==> src/rtl/store_xlate_queue_if.sv <==
// Bundles the LSU issue port, MMU lookup, store-buffer and writeback signals of
// the store translation queue. The slave modport is the queue's own view.
interface store_xlate_queue_if #(
   parameter int DEPTH         = 4,
   parameter int XLEN          = 64,
   parameter int VLEN          = 39,
   parameter int PLEN          = 56,
   parameter int TRANS_ID_BITS = 3
);
   logic                       flush_i;
   logic                       valid_i;
   logic                       ready_o;
   logic [VLEN-1:0]            vaddr_i;
   logic [XLEN-1:0]            data_i;
   logic [XLEN/8-1:0]          be_i;
   logic [1:0]                 size_i;
   logic [TRANS_ID_BITS-1:0]   trans_id_i;
   logic                       translation_req_o;
   logic [VLEN-1:0]            vaddr_o;
   logic [PLEN-1:0]            paddr_i;
   logic                       dtlb_hit_i;
   logic                       all_tlbs_checked_i;
   logic                       ex_valid_i;
   logic                       sb_valid_o;
   logic                       sb_ready_i;
   logic [PLEN-1:0]            sb_paddr_o;
   logic [XLEN-1:0]            sb_data_o;
   logic [XLEN/8-1:0]          sb_be_o;
   logic [1:0]                 sb_size_o;
   logic                       wb_valid_o;
   logic [TRANS_ID_BITS-1:0]   wb_trans_id_o;
   logic                       wb_ex_o;
   logic [$clog2(DEPTH):0]     pending_cnt_o;

   modport master (
      output flush_i, valid_i, vaddr_i, data_i, be_i, size_i, trans_id_i,
             paddr_i, dtlb_hit_i, all_tlbs_checked_i, ex_valid_i, sb_ready_i,
      input  ready_o, translation_req_o, vaddr_o, sb_valid_o, sb_paddr_o,
             sb_data_o, sb_be_o, sb_size_o, wb_valid_o, wb_trans_id_o,
             wb_ex_o, pending_cnt_o
   );

   modport slave (
      input  flush_i, valid_i, vaddr_i, data_i, be_i, size_i, trans_id_i,
             paddr_i, dtlb_hit_i, all_tlbs_checked_i, ex_valid_i, sb_ready_i,
      output ready_o, translation_req_o, vaddr_o, sb_valid_o, sb_paddr_o,
             sb_data_o, sb_be_o, sb_size_o, wb_valid_o, wb_trans_id_o,
             wb_ex_o, pending_cnt_o
   );
endinterface

==> src/rtl/store_xlate_queue.sv <==
// In-order store queue: translates the head entry through the TLB, posts it to
// the store buffer, then writes back completion or exception.
//
// state | meaning
// IDLE  | queue empty, nothing to translate
// XLATE | translation request held for head entry until hit or exception
// POST  | head translated, offered to store buffer until accepted
// WB    | one-cycle writeback of head, entry dequeued
module store_xlate_queue #(
   parameter int DEPTH         = 4,
   parameter int XLEN          = 64,
   parameter int VLEN          = 39,
   parameter int PLEN          = 56,
   parameter int TRANS_ID_BITS = 3
) (
   input logic                clk_i,
   input logic                rst_ni,
   store_xlate_queue_if.slave bus
);
   localparam int PTR_W = $clog2(DEPTH);
   localparam int CNT_W = PTR_W + 1;
   localparam int BE_W  = XLEN / 8;
   localparam int OFF_W = $clog2(BE_W);

   typedef enum logic [1:0] {IDLE, XLATE, POST, WB} state_e;
   state_e state_q, state_d;

   logic [VLEN-1:0]          vaddr_mem [DEPTH];
   logic [XLEN-1:0]          data_mem  [DEPTH];
   logic [BE_W-1:0]          be_mem    [DEPTH];
   logic [1:0]               size_mem  [DEPTH];
   logic [TRANS_ID_BITS-1:0] id_mem    [DEPTH];

   logic [PTR_W-1:0] wr_ptr_q, rd_ptr_q;
   logic [CNT_W-1:0] cnt_q;
   logic [PLEN-1:0]  paddr_q, paddr_d;
   logic             ex_q, ex_d;
   logic             full, enq, deq;
   logic [XLEN-1:0]  data_aligned;

   assign full         = (cnt_q == CNT_W'(DEPTH));
   assign bus.ready_o  = !full;
   assign enq          = bus.valid_i && !full && !bus.flush_i;
   assign deq          = (state_q == WB) && !bus.flush_i;
   assign data_aligned = bus.data_i << {bus.vaddr_i[OFF_W-1:0], 3'b000};
   assign bus.pending_cnt_o = cnt_q;

   // Payload storage needs no reset: it is only observed through a valid head.
   always_ff @(posedge clk_i) begin
      if (enq) begin
         vaddr_mem[wr_ptr_q] <= bus.vaddr_i;
         data_mem[wr_ptr_q]  <= data_aligned;
         be_mem[wr_ptr_q]    <= bus.be_i;
         size_mem[wr_ptr_q]  <= bus.size_i;
         id_mem[wr_ptr_q]    <= bus.trans_id_i;
      end
   end

   always_ff @(posedge clk_i) begin
      if (!rst_ni || bus.flush_i) begin
         state_q  <= IDLE;
         wr_ptr_q <= '0;
         rd_ptr_q <= '0;
         cnt_q    <= '0;
         paddr_q  <= '0;
         ex_q     <= 1'b0;
      end else begin
         state_q <= state_d;
         paddr_q <= paddr_d;
         ex_q    <= ex_d;
         if (enq) wr_ptr_q <= wr_ptr_q + PTR_W'(1);
         if (deq) rd_ptr_q <= rd_ptr_q + PTR_W'(1);
         cnt_q <= cnt_q + CNT_W'(enq) - CNT_W'(deq);
      end
   end

   always_comb begin
      state_d               = state_q;
      paddr_d               = paddr_q;
      ex_d                  = ex_q;
      bus.translation_req_o = 1'b0;
      bus.vaddr_o           = '0;
      bus.sb_valid_o        = 1'b0;
      bus.sb_paddr_o        = '0;
      bus.sb_data_o         = '0;
      bus.sb_be_o           = '0;
      bus.sb_size_o         = '0;
      bus.wb_valid_o        = 1'b0;
      bus.wb_trans_id_o     = '0;
      bus.wb_ex_o           = 1'b0;
      unique case (state_q)
         IDLE: begin
            if (cnt_q != '0 || enq) state_d = XLATE;
         end
         XLATE: begin
            bus.translation_req_o = 1'b1;
            bus.vaddr_o           = vaddr_mem[rd_ptr_q];
            // Exception wins over a simultaneous hit; a finished walk without
            // a hit keeps the request up.
            if (bus.ex_valid_i) begin
               ex_d    = 1'b1;
               state_d = WB;
            end else if (bus.dtlb_hit_i) begin
               paddr_d = bus.paddr_i;
               state_d = POST;
            end
         end
         POST: begin
            bus.sb_valid_o = !bus.flush_i;
            bus.sb_paddr_o = paddr_q;
            bus.sb_data_o  = data_mem[rd_ptr_q];
            bus.sb_be_o    = be_mem[rd_ptr_q];
            bus.sb_size_o  = size_mem[rd_ptr_q];
            if (!bus.flush_i && bus.sb_ready_i) state_d = WB;
         end
         WB: begin
            bus.wb_valid_o    = !bus.flush_i;
            bus.wb_trans_id_o = id_mem[rd_ptr_q];
            bus.wb_ex_o       = ex_q;
            ex_d              = 1'b0;
            paddr_d           = '0;
            state_d           = (cnt_q > CNT_W'(1) || enq) ? XLATE : IDLE;
         end
      endcase
   end
endmodule

==> src/flat_wrapper.sv <==
// flat-port wrapper written by rule: the top's interface ports become plain ports
module store_xlate_queue_flat 
#(
   parameter int DEPTH         = 4,
   parameter int XLEN          = 64,
   parameter int VLEN          = 39,
   parameter int PLEN          = 56,
   parameter int TRANS_ID_BITS = 3
)
  (clk_i, rst_ni, bus_flush_i, bus_valid_i, bus_vaddr_i, bus_data_i, bus_be_i, bus_size_i, bus_trans_id_i, bus_paddr_i, bus_dtlb_hit_i, bus_all_tlbs_checked_i, bus_ex_valid_i, bus_sb_ready_i, bus_ready_o, bus_translation_req_o, bus_vaddr_o, bus_sb_valid_o, bus_sb_paddr_o, bus_sb_data_o, bus_sb_be_o, bus_sb_size_o, bus_wb_valid_o, bus_wb_trans_id_o, bus_wb_ex_o, bus_pending_cnt_o);
  store_xlate_queue_if #(.DEPTH(DEPTH), .XLEN(XLEN), .VLEN(VLEN), .PLEN(PLEN), .TRANS_ID_BITS(TRANS_ID_BITS)) bus_i ();
  input logic clk_i;
  input logic rst_ni;
  input wire logic [$bits(bus_i.flush_i)-1:0] bus_flush_i;
  input wire logic [$bits(bus_i.valid_i)-1:0] bus_valid_i;
  input wire logic [$bits(bus_i.vaddr_i)-1:0] bus_vaddr_i;
  input wire logic [$bits(bus_i.data_i)-1:0] bus_data_i;
  input wire logic [$bits(bus_i.be_i)-1:0] bus_be_i;
  input wire logic [$bits(bus_i.size_i)-1:0] bus_size_i;
  input wire logic [$bits(bus_i.trans_id_i)-1:0] bus_trans_id_i;
  input wire logic [$bits(bus_i.paddr_i)-1:0] bus_paddr_i;
  input wire logic [$bits(bus_i.dtlb_hit_i)-1:0] bus_dtlb_hit_i;
  input wire logic [$bits(bus_i.all_tlbs_checked_i)-1:0] bus_all_tlbs_checked_i;
  input wire logic [$bits(bus_i.ex_valid_i)-1:0] bus_ex_valid_i;
  input wire logic [$bits(bus_i.sb_ready_i)-1:0] bus_sb_ready_i;
  output wire logic [$bits(bus_i.ready_o)-1:0] bus_ready_o;
  output wire logic [$bits(bus_i.translation_req_o)-1:0] bus_translation_req_o;
  output wire logic [$bits(bus_i.vaddr_o)-1:0] bus_vaddr_o;
  output wire logic [$bits(bus_i.sb_valid_o)-1:0] bus_sb_valid_o;
  output wire logic [$bits(bus_i.sb_paddr_o)-1:0] bus_sb_paddr_o;
  output wire logic [$bits(bus_i.sb_data_o)-1:0] bus_sb_data_o;
  output wire logic [$bits(bus_i.sb_be_o)-1:0] bus_sb_be_o;
  output wire logic [$bits(bus_i.sb_size_o)-1:0] bus_sb_size_o;
  output wire logic [$bits(bus_i.wb_valid_o)-1:0] bus_wb_valid_o;
  output wire logic [$bits(bus_i.wb_trans_id_o)-1:0] bus_wb_trans_id_o;
  output wire logic [$bits(bus_i.wb_ex_o)-1:0] bus_wb_ex_o;
  output wire logic [$bits(bus_i.pending_cnt_o)-1:0] bus_pending_cnt_o;
  assign bus_i.flush_i = bus_flush_i;
  assign bus_i.valid_i = bus_valid_i;
  assign bus_i.vaddr_i = bus_vaddr_i;
  assign bus_i.data_i = bus_data_i;
  assign bus_i.be_i = bus_be_i;
  assign bus_i.size_i = bus_size_i;
  assign bus_i.trans_id_i = bus_trans_id_i;
  assign bus_i.paddr_i = bus_paddr_i;
  assign bus_i.dtlb_hit_i = bus_dtlb_hit_i;
  assign bus_i.all_tlbs_checked_i = bus_all_tlbs_checked_i;
  assign bus_i.ex_valid_i = bus_ex_valid_i;
  assign bus_i.sb_ready_i = bus_sb_ready_i;
  assign bus_ready_o = bus_i.ready_o;
  assign bus_translation_req_o = bus_i.translation_req_o;
  assign bus_vaddr_o = bus_i.vaddr_o;
  assign bus_sb_valid_o = bus_i.sb_valid_o;
  assign bus_sb_paddr_o = bus_i.sb_paddr_o;
  assign bus_sb_data_o = bus_i.sb_data_o;
  assign bus_sb_be_o = bus_i.sb_be_o;
  assign bus_sb_size_o = bus_i.sb_size_o;
  assign bus_wb_valid_o = bus_i.wb_valid_o;
  assign bus_wb_trans_id_o = bus_i.wb_trans_id_o;
  assign bus_wb_ex_o = bus_i.wb_ex_o;
  assign bus_pending_cnt_o = bus_i.pending_cnt_o;
  store_xlate_queue #(.DEPTH(DEPTH), .XLEN(XLEN), .VLEN(VLEN), .PLEN(PLEN), .TRANS_ID_BITS(TRANS_ID_BITS)) u_core (.clk_i(clk_i), .rst_ni(rst_ni), .bus(bus_i));
endmodule
==> config.mk <==
export PLATFORM = sky130hd
export DESIGN_NAME = store_xlate_queue_flat
export DESIGN_NICKNAME = d
export VERILOG_FILES = /design/src/rtl/store_xlate_queue_if.sv /design/src/rtl/store_xlate_queue.sv /design/src/flat_wrapper.sv
export SDC_FILE = /design/constraint.sdc
export NUM_CORES = 1
export LEC_CHECK = 0
export CAP_MARGIN = 15
export CORE_AREA = 4 4 197 199
export CTS_BUF_LIST = sky130_fd_sc_hd__clkbuf_4
export DETAILED_ROUTE_END_ITERATION = 8
export DIE_AREA = 0 0 201 203
export PLACE_DENSITY = 0.87
export SLEW_MARGIN = 25
export SYNTH_ARGS = -nofsm -noshare
export SYNTH_HDL_FRONTEND = slang
export SYNTH_SLANG_ARGS = --single-unit
==> constraint.sdc <==
create_clock -name clk_i -period 10.64 [get_ports clk_i]
set_input_delay 3.192 -clock clk_i [delete_from_list [all_inputs] [get_ports clk_i]]
set_output_delay 3.192 -clock clk_i [all_outputs]
set_load 0.01 [all_outputs]
== Word level (Yosys, flattened, before mapping) ==
Memory sizes are Yosys's and may differ from the RTL's. A register that Yosys moved wholly into a read port is not among the register bits.
Index checks and enable logic that the tools add are counted.

* $add $sub $neg: 4
* Magnitude comparators: 1
* Equal/unequal tests: 10
* Shifts and indexed selects: 1
* Mux-type cells: 33
* Reduce and logical (&&, ||, !) cells: 16

{| class="wikitable"
|+ Operators by type and width
! kind !! number
|-
| $mux W56 || 3
|-
| $pmux W56 S2 || 1
|-
| $mux W64 || 1
|-
| $shl A64 B6 Y64 || 1
|-
| $mux W39 || 1
|-
| $mux W2 || 15
|-
| $mux W1 || 8
|-
| $mux W8 || 1
|-
| $pmux W2 S4 || 1
|-
| $ne A2 B2 Y1 const B || 3
|-
| $reduce_and A3 Y1 || 2
|-
| $add A2 B1 Y2 const B || 2
|-
| $eq A2 B2 Y1 const B || 2
|-
| $logic_and A1 B1 Y1 || 4
|-
| $ne A2 B1 Y1 const B || 2
|-
| $add A3 B1 Y3 || 1
|-
| $eq A3 B3 Y1 const B || 1
|-
| $gt A3 B1 Y1 const B || 1
|-
| $logic_not A1 Y1 || 3
|-
| $logic_or A1 B1 Y1 || 3
|-
| $mux W3 || 1
|-
| $ne A3 B3 Y1 const B || 1
|-
| $reduce_bool A3 Y1 || 1
|-
| $sub A3 B1 Y3 || 1
|-
| 5 further kinds || 5
|}

* Register bits after elaboration: 66
* Bits in writable memories: 464
* Bits of input ports: 180
* Output and inout port bits: 180
* Logic and storage cells: 76
* Memories: 5

{| class="wikitable"
|+ Memories
! name !! depth !! bits a word !! rd ports !! clocked after Yosys merged registers in !! wr ports !! line !! source
|-
| u_core.data_mem || 4 || 64 || 1 || 1 || 1 || store_xlate_queue.sv:29 || <nowiki>logic [XLEN-1:0] data_mem [DEPTH];</nowiki>
|-
| u_core.vaddr_mem || 4 || 39 || 1 || 1 || 1 || store_xlate_queue.sv:28 || <nowiki>logic [VLEN-1:0] vaddr_mem [DEPTH];</nowiki>
|-
| u_core.be_mem || 4 || 8 || 1 || 1 || 1 || store_xlate_queue.sv:30 || <nowiki>logic [BE_W-1:0] be_mem [DEPTH];</nowiki>
|-
| u_core.id_mem || 4 || 3 || 1 || 1 || 1 || store_xlate_queue.sv:32 || <nowiki>logic [TRANS_ID_BITS-1:0] id_mem [DEPTH];</nowiki>
|-
| u_core.size_mem || 4 || 2 || 1 || 1 || 1 || store_xlate_queue.sv:31 || <nowiki>logic [1:0] size_mem [DEPTH];</nowiki>
|}

== Longest topological paths before layout ==
* Depth after elaboration: 7
* Gate-level depth with buffers: 10
* Gate-level depth less buffers: 9

== Least setup slack after synthesis ==
Ideal clock, no wire load.

* Path kind: input-to-reg
* Start point: input bus_flush_i
* End point: memory u_core.be_mem[0][0] (netlist bit), enable pin
* Setup time: 0.489 ns
* Arrival time: 6.321 ns
* Data required time: 10.151 ns
* Slack: 3.830 ns
* Stages on the path: 3
* Buffers on the path: 0
* Cell sequence: nand2b_1 -> a21oi_2 -> and2_1

* Word-level cells in the longest chain between the ends: 4

{| class="wikitable"
|+ RTL lines
! what !! line !! source
|-
| start: declaration || flat_wrapper.sv:14 || <nowiki>input wire logic [$bits(bus_i.flush_i)-1:0] bus_flush_i;</nowiki>
|-
| $logic_not A1 Y1 || store_xlate_queue.sv:43 || <nowiki>assign enq = bus.valid_i && !full && !bus.flush_i;</nowiki>
|-
| $logic_and A1 B1 Y1 || store_xlate_queue.sv:43 ||
|-
| via u_core.enq || store_xlate_queue.sv:38 || <nowiki>logic full, enq, deq;</nowiki>
|-
| $mux W1 || store_xlate_queue.sv:50 || <nowiki>if (enq) begin</nowiki>
|-
| $mux W1 (not written as such) || store_xlate_queue.sv:53 || <nowiki>be_mem[wr_ptr_q] <= bus.be_i;</nowiki>
|-
| end: declaration || store_xlate_queue.sv:30 ||
|}

The timed path passes the listed nets, and every way through them passes these cells.

== Worst setup path after layout ==
* Start point: input bus_flush_i
* End point: output bus_wb_valid_o

* Word-level cells in the longest chain between the ends: 2

{| class="wikitable"
|+ RTL lines
! what !! line !! source
|-
| $logic_not A1 Y1 || store_xlate_queue.sv:117 || <nowiki>bus.wb_valid_o = !bus.flush_i;</nowiki>
|-
| $mux W1 || store_xlate_queue.sv:91 || <nowiki>unique case (state_q)</nowiki>
|-
| end: declaration || flat_wrapper.sv:34 || <nowiki>output wire logic [$bits(bus_i.wb_valid_o)-1:0] bus_wb_valid_o;</nowiki>
|}

Every way passes these cells.

==> flow_summary.toml <==
[outcome]
run_status = "completed"

[die]
start_util = 0.592
die_area_um2 = 40800
die_w_um = 201
rows = 71
ios = 360
core_area_um2 = 37200
dieHeight_um = 203

[power]
power_mw = 4.28
p_per_area_nw_per_um2 = 155
p_int_mw = 3.35
p_sw_frac = 0.217
seqPwrFrac = 0.542
switchingPower_mw = 0.930
cellLeakagePower_nw = 9.20
pwr-share-clk = 0.394
irDropWorstVdd_uv = 80.9
p_comb_frac = 0.064

[critical_path]
cp_cell_sequence = "clkdlybuf4s50_1 -> nor2b_1 -> clkdlybuf4s50_1"
path_common_cell = "clkdlybuf4s50_1"
worst_path_max_delay_cell = "clkdlybuf4s50_1"
crit_family = "buffers and inverters"
r2r_cells = 4
path_class = "primary input to output port"
critical_path.max_stage_delay_ps = 630
cp.depth = 3
start_kind = "primary input"
crit_buf_inv = 2
arrival_ps = 4690
cp_max_fo = 5
cp.required_ps = 7450
setup.worst_path.end_class = "output port"

[routing]
drtAntennaViolNets = 0
via_per_inst = 5.85
wl_per_cell_um = 23.3
drc = 0
drt-pass1-iter-count = 5
routed_wl_mm = 53.6
num_vias = 13454
drt_iter0_markers = 1175

[timing]
skew_ps = 64.0
worst_hold_slack_ps = 487
setup_tns_ps = 0
setup_viol = 0
post-route-period-util = 0.741
hold_viol_final = 0
rsz0062_at_grt = "no"
post-route-min-period_ps = 7880
drv_slew = 0
slew_headroom = 0.318
worst_slew_pin_slew_ps = 1020
clock.fmax_ghz = 0.127

[synth]
synth_cell_types = 35
seq_area_frac_synth = 0.694
syn_inst = 1316
synth_flop_cell = "edfxtp_1"
synth_top_area_cell = "edfxtp_1"
synth_most_common_cell = "edfxtp_1"
yosys_warnings = 0
netlist.area_leader.share = 0.632
synth_area_um2 = 22000
ys_async_sr_fraction = 0
synth_edf_count = 464
synth_seq_cells = 532
ys_top_cells_by_count = "464 x edfxtp_1, 186 x and2_1, 116 x mux4_2"
synth.avg_cell_area_um2 = 16.7
synthesis.nets = 1510
synth_area_leaders = "edfxtp_1 63%, mux4_2 12%, dfxtp_1 6.2%"

[clock_network]
htree_levels = 4
cts-hold-fix-buffers = 0
root_buffer = "clkbuf_4"
clkSinkCount = 532
cts_tree = "done"
cts_buffers = 133
ctsLongestPathBuffers = 3
cts_resized = 0
post_cts_buffers = 0
worstSkewPairLatency_ps = 810
clk_pin_slew_ps = 60

[finish]
syn2layout_area_growth_pct = 25.4
drive_gt1_frac = 0.204
final_nets = 1928
final-instance-count-excl-fill = 2300
fillCellCount = 2218

[grt]
grt_max_degree = 75
antenna_found_initial = 10
overflow = 0
grt_pass1_vias = 13944
grt_usage = 0.258
grt_pass1_wl_mm = 80.4

[min_path]
hold_depth = 2
hold_path_class = "flip-flop to flip-flop"

[placement]
port_buffers = 358
place_congestion = 0.909
dpl.hpwl_mm = 34.3
placed_cells = 2073

[job]
max_cap_viol_count = 0
==> layout make-up <==
| class | instances | area, um^2 | share of cell area |
|---|---|---|---|
| sequential | 532 | 15300 | 0.554 |
| multi-input combinational | 682 | 6310 | 0.228 |
| timing repair buffer | 373 | 3720 | 0.135 |
| clock buffer | 189 | 1420 | 0.0513 |
| tap | 474 | 593 | 0.0215 |
| clock inverter | 31 | 226 | 0.00820 |
| inverter | 12 | 45.0 | 0.00163 |
| antenna | 7 | 17.5 | 0.000634 |
==> metrics by stage <==
step	utilization	setup slack [ps]	cell area, um^2
floorplan	-	3830	22000
global placement	0.696	2750	25900
detailed placement	0.698	2740	26000
CTS	0.742	2740	27600
global route	0.742	2700	27600
finish	0.742	2760	27600
==> layout by cell type (no fill, tap or decap), types with 2 or more instances in the layout <==
cell	count
clkbuf_4	189
a21oi_1	26
dfxtp_4	2
clkinv_1	20
and2_1	182
dfxtp_1	66
clkdlybuf4s50_1	355
nand2b_1	4
mux2_2	24
xnor2_1	3
ha_1	11
o22ai_1	8
o21ai_0	26
nand3_1	9
nor2b_1	4
nor2_1	115
nand2_1	22
mux2i_1	56
a22oi_1	56
bufinv_16	4
buf_2	3
edfxtp_1	464
mux4_2	116
inv_2	5
and2_4	4
buf_4	12
diode_2	7
inv_1	12
==> sequential cells by signal (all words and copies together), names as in the netlist, named ones only <==
name,count
u_core.ex_q,1
u_core.size_mem,8
u_core.data_mem,256
u_core.vaddr_mem,156
u_core.id_mem,12
u_core.rd_ptr_q,2
u_core.paddr_q,56
u_core.be_mem,32
u_core.state_q,2
u_core.bus.pending_cnt_o,3
u_core.wr_ptr_q,2
==> cells by family (layout without fill, tap and decap cells) <==
group / count (synthesis) / in the layout / share of synthesized area
flip-flops: 532 / 532 / 0.694
adder cells (fa/ha/maj): 14 / 14 / 0.00829
other: 0 / 7 / 0
AND/OR/NAND/NOR: 344 / 344 / 0.0816
multiplexers: 196 / 196 / 0.156
AO/OA/AOI/OAI: 124 / 124 / 0.0362
buffers and inverters: 102 / 605 / 0.0218
XOR/XNOR: 4 / 4 / 0.00159
==> final timing paths <==
path                               startpoint  slack (ps)             endpoint
setup / recovery                  bus_flush_i        2760       bus_wb_valid_o
hold / removal                    u_core.ex_q         490          u_core.ex_q
setup reg to reg  u_core.bus.pending_cnt_o[0]        7560  u_core.id_mem[2][2]
hold reg to reg                   u_core.ex_q         490          u_core.ex_q
==> worst reg2reg max path: stages, from the launching register on <==
cell and delay, ps:
dfxtp_1 400, nor2_1 110, a21oi_2 400, and2_4 810, buf_4 910
==> power groups by stage <==
stage	combinational (mW)	clock, mW	sequential [mW]
finish	0.274	1.69	2.32
global route	0.293	1.84	2.32
CTS	0.273	1.72	2.32
detailed placement	0.272	0	2.36
global placement	0.261	0	2.36
floorplan	0.126	0	2.36
==> per-layer routing <==
layer	routed length [um]	global-route usage	vias up
met5	41	0	-
met3	5300	0.0968	120
met1	19800	0.318	6679
li1	-	-	5957
met4	2120	0.123	6
met2	26400	0.409	692
No activity file was read; power rests on OpenSTA's default activity.
